$ cat config.mk
export PLATFORM = sky130hd
export DESIGN_NAME = div_seq_n_flat
export DESIGN_NICKNAME = d
export VERILOG_FILES = /design/src/rtl/div_seq_n_if.sv /design/src/rtl/div_seq_n.sv /design/src/flat_wrapper.sv
export SDC_FILE = /design/constraint.sdc
export NUM_CORES = 1
export LEC_CHECK = 0
export BUFFER_PORTS_ARGS = -buffer_cell sky130_fd_sc_hd__buf_2
export CORE_ASPECT_RATIO = 0.5
export CORE_UTILIZATION = 54
export CTS_BUF_LIST = sky130_fd_sc_hd__clkbuf_16
export DETAILED_ROUTE_END_ITERATION = 8
export PLACE_DENSITY = 0.73
export SLEW_MARGIN = 20
export SYNTH_ARGS = -nofsm -noshare
export SYNTH_HDL_FRONTEND = slang
export SYNTH_SLANG_ARGS = --single-unit
$ cat constraint.sdc
create_clock -name clk_i -period 3.1 [get_ports clk_i]
set_input_delay 0.62 -clock clk_i [delete_from_list [all_inputs] [get_ports clk_i]]
set_output_delay 0.62 -clock clk_i [all_outputs]
set_load 0.02 [all_outputs]
$ cat src/rtl/div_seq_n_if.sv
// Request/result bundle for div_seq_n: start/busy/done handshake, operands in,
// registered quotient/remainder and status flags out.
interface div_seq_n_if #(
   parameter int N = 8
) ();
   logic         start_i;
   logic         sign_i;
   logic [N-1:0] data0_i;
   logic [N-1:0] data1_i;
   logic         busy_o;
   logic         done_o;
   logic [N-1:0] quot_o;
   logic [N-1:0] rem_o;
   logic         dz_o;
   logic         over_o;

   modport master (
      output start_i, sign_i, data0_i, data1_i,
      input  busy_o, done_o, quot_o, rem_o, dz_o, over_o
   );

   modport slave (
      input  start_i, sign_i, data0_i, data1_i,
      output busy_o, done_o, quot_o, rem_o, dz_o, over_o
   );
endinterface

$ cat src/rtl/div_seq_n.sv
// Sequential N-bit restoring divider, one quotient bit per cycle, signed or unsigned.
// Divide-by-zero short-circuits straight to DONE; results hold until the next load.
module div_seq_n #(
   parameter int N = 8
) (
   input logic        clk_i,
   input logic        rst_i,
   div_seq_n_if.slave bus
);

   localparam int CW = $clog2(N);
   localparam logic [N:0]   ONE_W   = (N+1)'(1);
   localparam logic [N-1:0] MSB_PAT = {1'b1, {(N-1){1'b0}}};

   typedef enum logic [1:0] {IDLE, CALC, FIX, DONE} state_t;

   state_t        state_q, state_d;
   logic [N:0]    r_q, r_d;
   logic [N-1:0]  q_q, q_d;
   logic [N-1:0]  d_q, d_d;
   logic [CW-1:0] cnt_q, cnt_d;
   logic          qneg_q, qneg_d;
   logic          rneg_q, rneg_d;
   logic          ovf_q, ovf_d;
   logic [N-1:0]  quot_q, quot_d;
   logic [N-1:0]  rem_q, rem_d;
   logic          dz_q, dz_d;
   logic          over_q, over_d;

   logic [N-1:0]  mag0, mag1;
   logic [N:0]    rs, t;

   // NOTE: every variable gets a default at the top of the block, so no path
   // can leave one unassigned and infer a latch.
   always_comb begin
      mag0    = (bus.sign_i && bus.data0_i[N-1]) ? -bus.data0_i : bus.data0_i;
      mag1    = (bus.sign_i && bus.data1_i[N-1]) ? -bus.data1_i : bus.data1_i;
      rs      = {r_q[N-1:0], q_q[N-1]};
      t       = rs + ~{1'b0, d_q} + ONE_W;

      state_d = state_q;
      r_d     = r_q;
      q_d     = q_q;
      d_d     = d_q;
      cnt_d   = cnt_q;
      qneg_d  = qneg_q;
      rneg_d  = rneg_q;
      ovf_d   = ovf_q;
      quot_d  = quot_q;
      rem_d   = rem_q;
      dz_d    = dz_q;
      over_d  = over_q;

      unique case (state_q)
         IDLE: begin
            if (bus.start_i) begin
               r_d    = '0;
               q_d    = mag0;
               d_d    = mag1;
               cnt_d  = CW'(N-1);
               qneg_d = bus.sign_i & (bus.data0_i[N-1] ^ bus.data1_i[N-1]);
               rneg_d = bus.sign_i & bus.data0_i[N-1];
               ovf_d  = bus.sign_i && (bus.data0_i == MSB_PAT) && (bus.data1_i == '1);
               if (bus.data1_i == '0) begin
                  quot_d  = '1;
                  rem_d   = bus.data0_i;
                  dz_d    = 1'b1;
                  over_d  = 1'b0;
                  state_d = DONE;
               end else begin
                  state_d = CALC;
               end
            end
         end
         CALC: begin
            // Borrow out of the (N+1)-bit trial means the divisor did not fit: restore.
            if (!t[N]) begin
               r_d = t;
               q_d = {q_q[N-2:0], 1'b1};
            end else begin
               r_d = rs;
               q_d = {q_q[N-2:0], 1'b0};
            end
            cnt_d = cnt_q - 1'b1;
            if (cnt_q == '0) state_d = FIX;
         end
         FIX: begin
            // The MIN / -1 case needs no special arithmetic: negating 2^(N-1) wraps to itself.
            quot_d  = qneg_q ? -q_q : q_q;
            rem_d   = rneg_q ? -r_q[N-1:0] : r_q[N-1:0];
            dz_d    = 1'b0;
            over_d  = ovf_q;
            state_d = DONE;
         end
         DONE: state_d = IDLE;
         default: state_d = IDLE;
      endcase
   end

   // NOTE: state registers use non-blocking assignments so every register
   // samples its pre-edge value, independent of statement order.
   always_ff @(posedge clk_i or posedge rst_i) begin
      if (rst_i) begin
         state_q <= IDLE;
         r_q     <= '0;
         q_q     <= '0;
         d_q     <= '0;
         cnt_q   <= '0;
         qneg_q  <= 1'b0;
         rneg_q  <= 1'b0;
         ovf_q   <= 1'b0;
         quot_q  <= '0;
         rem_q   <= '0;
         dz_q    <= 1'b0;
         over_q  <= 1'b0;
      end else begin
         state_q <= state_d;
         r_q     <= r_d;
         q_q     <= q_d;
         d_q     <= d_d;
         cnt_q   <= cnt_d;
         qneg_q  <= qneg_d;
         rneg_q  <= rneg_d;
         ovf_q   <= ovf_d;
         quot_q  <= quot_d;
         rem_q   <= rem_d;
         dz_q    <= dz_d;
         over_q  <= over_d;
      end
   end

   assign bus.busy_o = (state_q != IDLE);
   assign bus.done_o = (state_q == DONE);
   assign bus.quot_o = quot_q;
   assign bus.rem_o  = rem_q;
   assign bus.dz_o   = dz_q;
   assign bus.over_o = over_q;

endmodule
$ cat src/flat_wrapper.sv
// flat-port wrapper written by rule: the top's interface ports become plain ports
module div_seq_n_flat 
#(
   parameter int N = 8
)
  (clk_i, rst_i, bus_start_i, bus_sign_i, bus_data0_i, bus_data1_i, bus_busy_o, bus_done_o, bus_quot_o, bus_rem_o, bus_dz_o, bus_over_o);
  div_seq_n_if #(.N(N)) bus_i ();
  input logic clk_i;
  input logic rst_i;
  input wire logic [$bits(bus_i.start_i)-1:0] bus_start_i;
  input wire logic [$bits(bus_i.sign_i)-1:0] bus_sign_i;
  input wire logic [$bits(bus_i.data0_i)-1:0] bus_data0_i;
  input wire logic [$bits(bus_i.data1_i)-1:0] bus_data1_i;
  output wire logic [$bits(bus_i.busy_o)-1:0] bus_busy_o;
  output wire logic [$bits(bus_i.done_o)-1:0] bus_done_o;
  output wire logic [$bits(bus_i.quot_o)-1:0] bus_quot_o;
  output wire logic [$bits(bus_i.rem_o)-1:0] bus_rem_o;
  output wire logic [$bits(bus_i.dz_o)-1:0] bus_dz_o;
  output wire logic [$bits(bus_i.over_o)-1:0] bus_over_o;
  assign bus_i.start_i = bus_start_i;
  assign bus_i.sign_i = bus_sign_i;
  assign bus_i.data0_i = bus_data0_i;
  assign bus_i.data1_i = bus_data1_i;
  assign bus_busy_o = bus_i.busy_o;
  assign bus_done_o = bus_i.done_o;
  assign bus_quot_o = bus_i.quot_o;
  assign bus_rem_o = bus_i.rem_o;
  assign bus_dz_o = bus_i.dz_o;
  assign bus_over_o = bus_i.over_o;
  div_seq_n #(.N(N)) u_core (.clk_i(clk_i), .rst_i(rst_i), .bus(bus_i));
endmodule
==> run summary, run 1 <==
Non-filler instance count after layout -> 480
HPWL after DPL -> 5620 um
Post-DRT Antenna Nets -> 0
Worst-Margin Slew -> 881 ps
Die ar. -> 6440 um2
Final Power -> 4060 uW
Yosys warning total -> 0
Fmax -> 359 MHz
Sequential area share after synthesis -> 37.9%
Cell Area, Synth -> 3300 um2
Setup violators final -> 0
Layout Nets -> 446
Clk pin slew, worst setup/hold paths -> 70 ps
Syn_nets -> 410
Layout Skew -> 2.94 ps
Vias in the first global route -> 2,751
Drt via density -> 5.74
Post-layout min period -> 2790 ps
I/O pin total -> 40
Crit path kind -> register to register
CTS tree -> done
CP required -> 3330 ps
Synth Area in XOR/XNOR -> 6.64%
Avg Inst Size Synth -> 8.91 um2
Starting Density -> 58.0%
Synth cell types -> 52
Die Y -> 57.3 um
Global-route wire length before repair -> 13,000 um
Commonest cells post-synth -> 50 x dfrtp_1, 44 x nand2_1, 37 x o21ai_0, 30 x inv_1, 26 x nor2_1
Num Clock Sinks -> 50
FP Rows -> 19
CP max-delay cell -> fa_1
Gr ovfl total -> 0
Final hold violation count -> 0
CTS H-tree depth -> 2
Setup bufs post-CTS -> 0
Adder-cell share of the synthesized area -> 7.81%
Family with the most delay on the worst path -> compound AO/OA/AOI/OAI gates
Die Width -> 113 um
Setup TNS -> 0 ps
Critical path's largest stage delay -> 400 ps
Unrepaired setup endpoints after global routing -> false
Synth top area share -> 37.9%
Vias -> 2,754
Core ar. -> 5680 um2
CP Cell Sequence -> inv_1, ha_1, inv_1, fa_1, a211oi_1, buf_4, o211ai_1, a221oi_2, buf_4, mux2i_1, a22o_1
Synth Instances -> 370
Final GP Congestion -> 0.818
Total track usage -> 26.1%
Placed Cells -> 472
Maxcap violations -> 0
DR pass1 iterations -> 4
Post-Place Cell Area -> 3540 um2
Initial antenna violation count -> 0
Leakage -> 0.00170 uW
Largest net degree at the start of global routing -> 51
Status -> complete, no violations
Synth-to-Final Area Change -> 11.8%
Root Driver -> clkbuf_16
Iter 0 DRT Violations -> 138
Max VDD drop -> 0.00107 V
Drt drc -> 0
Wire per inst -> 15.6 um
Pre-CTS setup slack -> 412 ps
Count leader, synth -> dfrtp_1
Fin crit share -> 89.9%
CP endpoint kind -> register
Hold-fix buffers, CTS -> 0
Post-synthesis mux area share -> 5.80%
Worst min-delay path category -> input port to async pin
EDFF count, synth -> 0
Post-synthesis simple-gate area fraction -> 15.3%
Synth Flop Type -> dfrtp_1
Clk buf depth -> 2
Largest family of logic cells by synthesized area -> compound AO/OA/AOI/OAI gates
Final worst setup slack -> 314 ps
Critical path origin -> u_core.q_q[7]
Critical Path AT -> 3010 ps
Synth Area in Compound Gates -> 20.9%
Worst skew pair latency -> 290 ps
Final max-slew violation count -> 0
Worst R2R Start -> u_core.q_q[7]
# diodes -> 0
Share of layout cells above drive strength 1 -> 15.7%
#FFs+latches synth -> 50
Post-CTS sizing -> 0
Area contributors post-synth -> dfrtp_1 38%, ha_1 7.2%, o21ai_0 5.6%
Crit Path Max Fanout -> 13
TritonCTS buffer count -> 5
Final wirelength -> 7510 um
Crit path buf inv count -> 4
Post-Layout Inst Area -> 3690 um2
Crit start category -> register
Synth area leader -> dfrtp_1
I/O Buffers -> 39
PD cells -> 1100 nW/um2
Slew HR -> 41.3%
Ys async rst share -> 100%
[through the flow]
| step | utilization (%) | hold WS [ps] |
|---|---|---|
| 2_1_floorplan | - | 450 |
| 3_3_place_gp | 62.4 | 460 |
| 3_5_place_dp | 62.4 | 461 |
| 4_1_cts | 64.9 | 475 |
| 5_1_grt | 64.9 | 505 |
| 6_report | 64.9 | 472 |
[routing by layer]
metal	wire [um]	track usage [%]
met2	3540	44.5
met3	314	5.10
met1	3550	34.4
met5	0	0
met4	108	8.19
[registers in the layout, summed over array words and instances, names as in the netlist]
signal and count:
u_core.r_q 8, u_core.cnt_q 3, u_core.state_q 2, u_core.d_q 8, u_core.bus.over_o 1, u_core.ovf_q 1, u_core.bus.rem_o 8, u_core.bus.quot_o 8
u_core.rneg_q 1, u_core.q_q 8, u_core.bus.dz_o 1, u_core.qneg_q 1
[report_power, final]
part | switching, uW | leakage, uW | total, uW | internal [uW]
clock network | 240 | 0.0000672 | 535 | 295
logic | 1370 | 0.00102 | 2340 | 966
registers | 262 | 0.000609 | 1190 | 927
total | 1870 | 0.00170 | 4060 | 2190
[cells in the final DEF (no fill, tap or decap), types with 3 or more instances in the layout]
| master | count |
|---|---|
| xor2_1 | 13 |
| nand2_1 | 44 |
| a22oi_1 | 3 |
| o31ai_1 | 5 |
| a211oi_1 | 4 |
| nand3_1 | 6 |
| or3_1 | 3 |
| xnor2_1 | 12 |
| nor3_1 | 7 |
| mux2i_1 | 18 |
| a21oi_2 | 3 |
| o21ai_0 | 37 |
| o41ai_1 | 3 |
| nor2_1 | 26 |
| buf_2 | 39 |
| buf_4 | 4 |
| ha_1 | 19 |
| dfrtp_1 | 50 |
| nor2b_1 | 5 |
| inv_1 | 29 |
| a221oi_1 | 3 |
| nand2b_1 | 4 |
| clkbuf_16 | 5 |
| a21oi_1 | 21 |
| a31oi_1 | 5 |
[worst paths after layout]
kind	depth (start not counted)	slack, ps	to
max	11	310	u_core.r_q[0]
min reg2reg	2	480	u_core.bus.over_o
max in group asynchronous	2	2090	u_core.state_q[1]
min	2	470	u_core.bus.over_o
max reg2reg	11	310	u_core.r_q[0]
min in group clk_i	2	480	u_core.bus.over_o
[cell type report]
type                    count  area (um2)
repair buffers             43         225
clock buffers               5         125
flip-flops and latches     50        1250
inverters                  30         114
well taps                  73        91.3
fillers                   507        2000
multi-input cells         276        1860
clock inverters             3        16.3
[cells by family (layout without fill, tap and decap cells)]
logic type / count (synthesis) / count (layout)
AND/OR/NAND/NOR: 109 / 109
buffers and inverters: 44 / 81
multiplexers: 19 / 19
XOR/XNOR: 25 / 25
adder cells (fa/ha/maj): 20 / 20
AO/OA/AOI/OAI: 103 / 103
flip-flops: 50 / 50
[worst reg2reg max path: stages (launching register included)]
cell      delay [ps]
dfrtp_1          360
inv_1            190
ha_1             240
inv_1             60
fa_1             400
a211oi_1         290
buf_4            180
o211ai_1         110
a221oi_2         270
buf_4            250
mux2i_1          240
a22o_1           150
Power figures use the tool's default switching activity.
==> inputs of run 2 (changes only) <==
==> constraint.sdc (replaced) <==
create_clock -name clk_i -period 3.2 [get_ports clk_i]
set_input_delay 0.64 -clock clk_i [delete_from_list [all_inputs] [get_ports clk_i]]
set_output_delay 0.64 -clock clk_i [all_outputs]
set_load 0.02 [all_outputs]
==> run summary, run 2 (synthesized netlist as in run 1, its figures left out) <==
Status -> complete, no violations (unchanged)
Wire per inst -> 15.2 um (was 15.6 um)
Crit path kind -> register to register (unchanged)
Share of layout cells above drive strength 1 -> 16.0% (was 15.7%)
# diodes -> 0 (unchanged)
Critical Path AT -> 2920 ps (was 3010 ps)
Critical path's largest stage delay -> 400 ps (about the same)
Global-route wire length before repair -> 12,800 um (was 13,000 um)
Starting Density -> 58.0% (unchanged)
Post-DRT Antenna Nets -> 0 (unchanged)
Root Driver -> clkbuf_16 (unchanged)
DR pass1 iterations -> 4 (unchanged)
Final GP Congestion -> 0.823 (was 0.818)
I/O pin total -> 40 (unchanged)
Clk pin slew, worst setup/hold paths -> 70 ps (about the same)
Hold-fix buffers, CTS -> 0 (unchanged)
CP endpoint kind -> register (unchanged)
Vias -> 2,767 (was 2,754)
HPWL after DPL -> 5490 um (was 5620 um)
Worst skew pair latency -> 290 ps (about the same)
Post-CTS sizing -> 0 (unchanged)
Synth-to-Final Area Change -> 12.6% (was 11.8%)
CTS H-tree depth -> 2 (unchanged)
CP max-delay cell -> fa_1 (unchanged)
Slew HR -> 43.0% (was 41.3%)
Layout Skew -> 6.16 ps (was 2.94 ps)
Leakage -> 0.00171 uW (was 0.00170 uW)
Die ar. -> 6440 um2 (unchanged)
Crit start category -> register (unchanged)
Maxcap violations -> 0 (unchanged)
TritonCTS buffer count -> 5 (unchanged)
Num Clock Sinks -> 50 (unchanged)
Total track usage -> 25.3% (was 26.1%)
CTS tree -> done (unchanged)
Unrepaired setup endpoints after global routing -> false (unchanged)
Drt drc -> 0 (unchanged)
Post-layout min period -> 2700 ps (was 2790 ps)
Core ar. -> 5680 um2 (unchanged)
Most common cell after layout, fill and taps aside -> dfrtp_1 (unchanged)
Post-Layout Inst Area -> 3710 um2 (was 3690 um2)
Clk buf depth -> 2 (unchanged)
Worst min-delay path category -> input port to async pin (unchanged)
Most frequent cells in the layout -> 50 x dfrtp_1, 44 x nand2_1, 39 x buf_2 (unchanged)
Gr ovfl total -> 0 (unchanged)
Max VDD drop -> 0.000946 V (was 0.00107 V)
Layout Nets -> 446 (unchanged)
Vias in the first global route -> 2,697 (was 2,751)
Setup TNS -> 0 ps (unchanged)
PD cells -> 1080 nW/um2 (was 1100 nW/um2)
I/O Buffers -> 39 (unchanged)
Crit Path Max Fanout -> 13 (unchanged)
Post-Place Cell Area -> 3540 um2 (unchanged)
CP Cell Sequence -> inv_1, ha_1, inv_1, fa_1, a211oi_1, buf_4, o211ai_1, a221oi_2, buf_4, mux2i_1, a22o_1 (unchanged)
Fmax -> 371 MHz (was 359 MHz)
Die Y -> 57.3 um (unchanged)
Drt via density -> 5.76 (was 5.74)
Final max-slew violation count -> 0 (unchanged)
Final wirelength -> 7310 um (was 7510 um)
Fin crit share -> 84.3% (was 89.9%)
Iter 0 DRT Violations -> 141 (was 138)
CP required -> 3420 ps (was 3330 ps)
Setup violators final -> 0 (unchanged)
Setup bufs post-CTS -> 0 (unchanged)
FP Rows -> 19 (unchanged)
Largest net degree at the start of global routing -> 51 (unchanged)
Initial antenna violation count -> 0 (unchanged)
Final hold violation count -> 0 (unchanged)
Worst-Margin Slew -> 854 ps (was 881 ps)
Die Width -> 113 um (unchanged)
run 2: changes by cell type in the layout (fill, tap and decap cells not counted), sizes merged:
cell,change
bufinv,+1
clkinv,-1
inv,+1
clkinvlp,-1
run 2: layout make-up:
class                           instances  area, um2
Fill cell                             492       1970
Multi-Input combinational cell        276       1860
Sequential cell                        50       1250
Timing Repair Buffer                   43        225
Clock buffer                            5        125
Inverter                               30        114
Tap cell                               73       91.3
Clock inverter                          3       43.8
run 2: metal layers:
layer	up-vias	global-route usage, %	routed length, um
met1	1321	33.6	3420
met3	7	5.74	422
met2	65	43.8	3430
met5	-	0	0
met4	0	4.19	38
li1	1374	-	-
run 2: power breakdown:
group	switching (uW)	total [uW]	internal [uW]
combinational	1310	2240	933
sequential	257	1150	897
clock	238	609	370
total	1800	4000	2200
run 2: per-stage QoR:
step / hold WS, ps / setup WS [ps] / total power (uW) / util, % / std cells
global placement: 460 / 588 / 3310 / 62.4 / 472
CTS: 481 / 500 / 4020 / 65.3 / 480
global route: 515 / 280 / 4360 / 65.4 / 480
finish: 476 / 504 / 4000 / 65.4 / 480
detailed placement: 465 / 523 / 3390 / 62.4 / 472
floorplan: 450 / 622 / 2850 / - / 370
run 2: critical path: cells and delay by family, from the launching register on:
kind	cells	cell delay (ps)
multiplexers	1	200
buffers and inverters	4	640
AO/OA/AOI/OAI	4	820
adder cells (fa/ha/maj)	2	600
flip-flops	1	360
run 2: final timing paths:
path | cells after the start | slack [ps] | start | to
max in group asynchronous | 2 | 2190 | rst_i | u_core.cnt_q[1]
setup reg to reg | 11 | 500 | u_core.q_q[7] | u_core.r_q[0]
min in group clk_i | 2 | 480 | u_core.bus.over_o | u_core.bus.over_o
hold / removal | 2 | 480 | rst_i | u_core.bus.quot_o[4]
hold reg to reg | 2 | 480 | u_core.bus.over_o | u_core.bus.over_o
setup / recovery | 11 | 500 | u_core.q_q[7] | u_core.r_q[0]
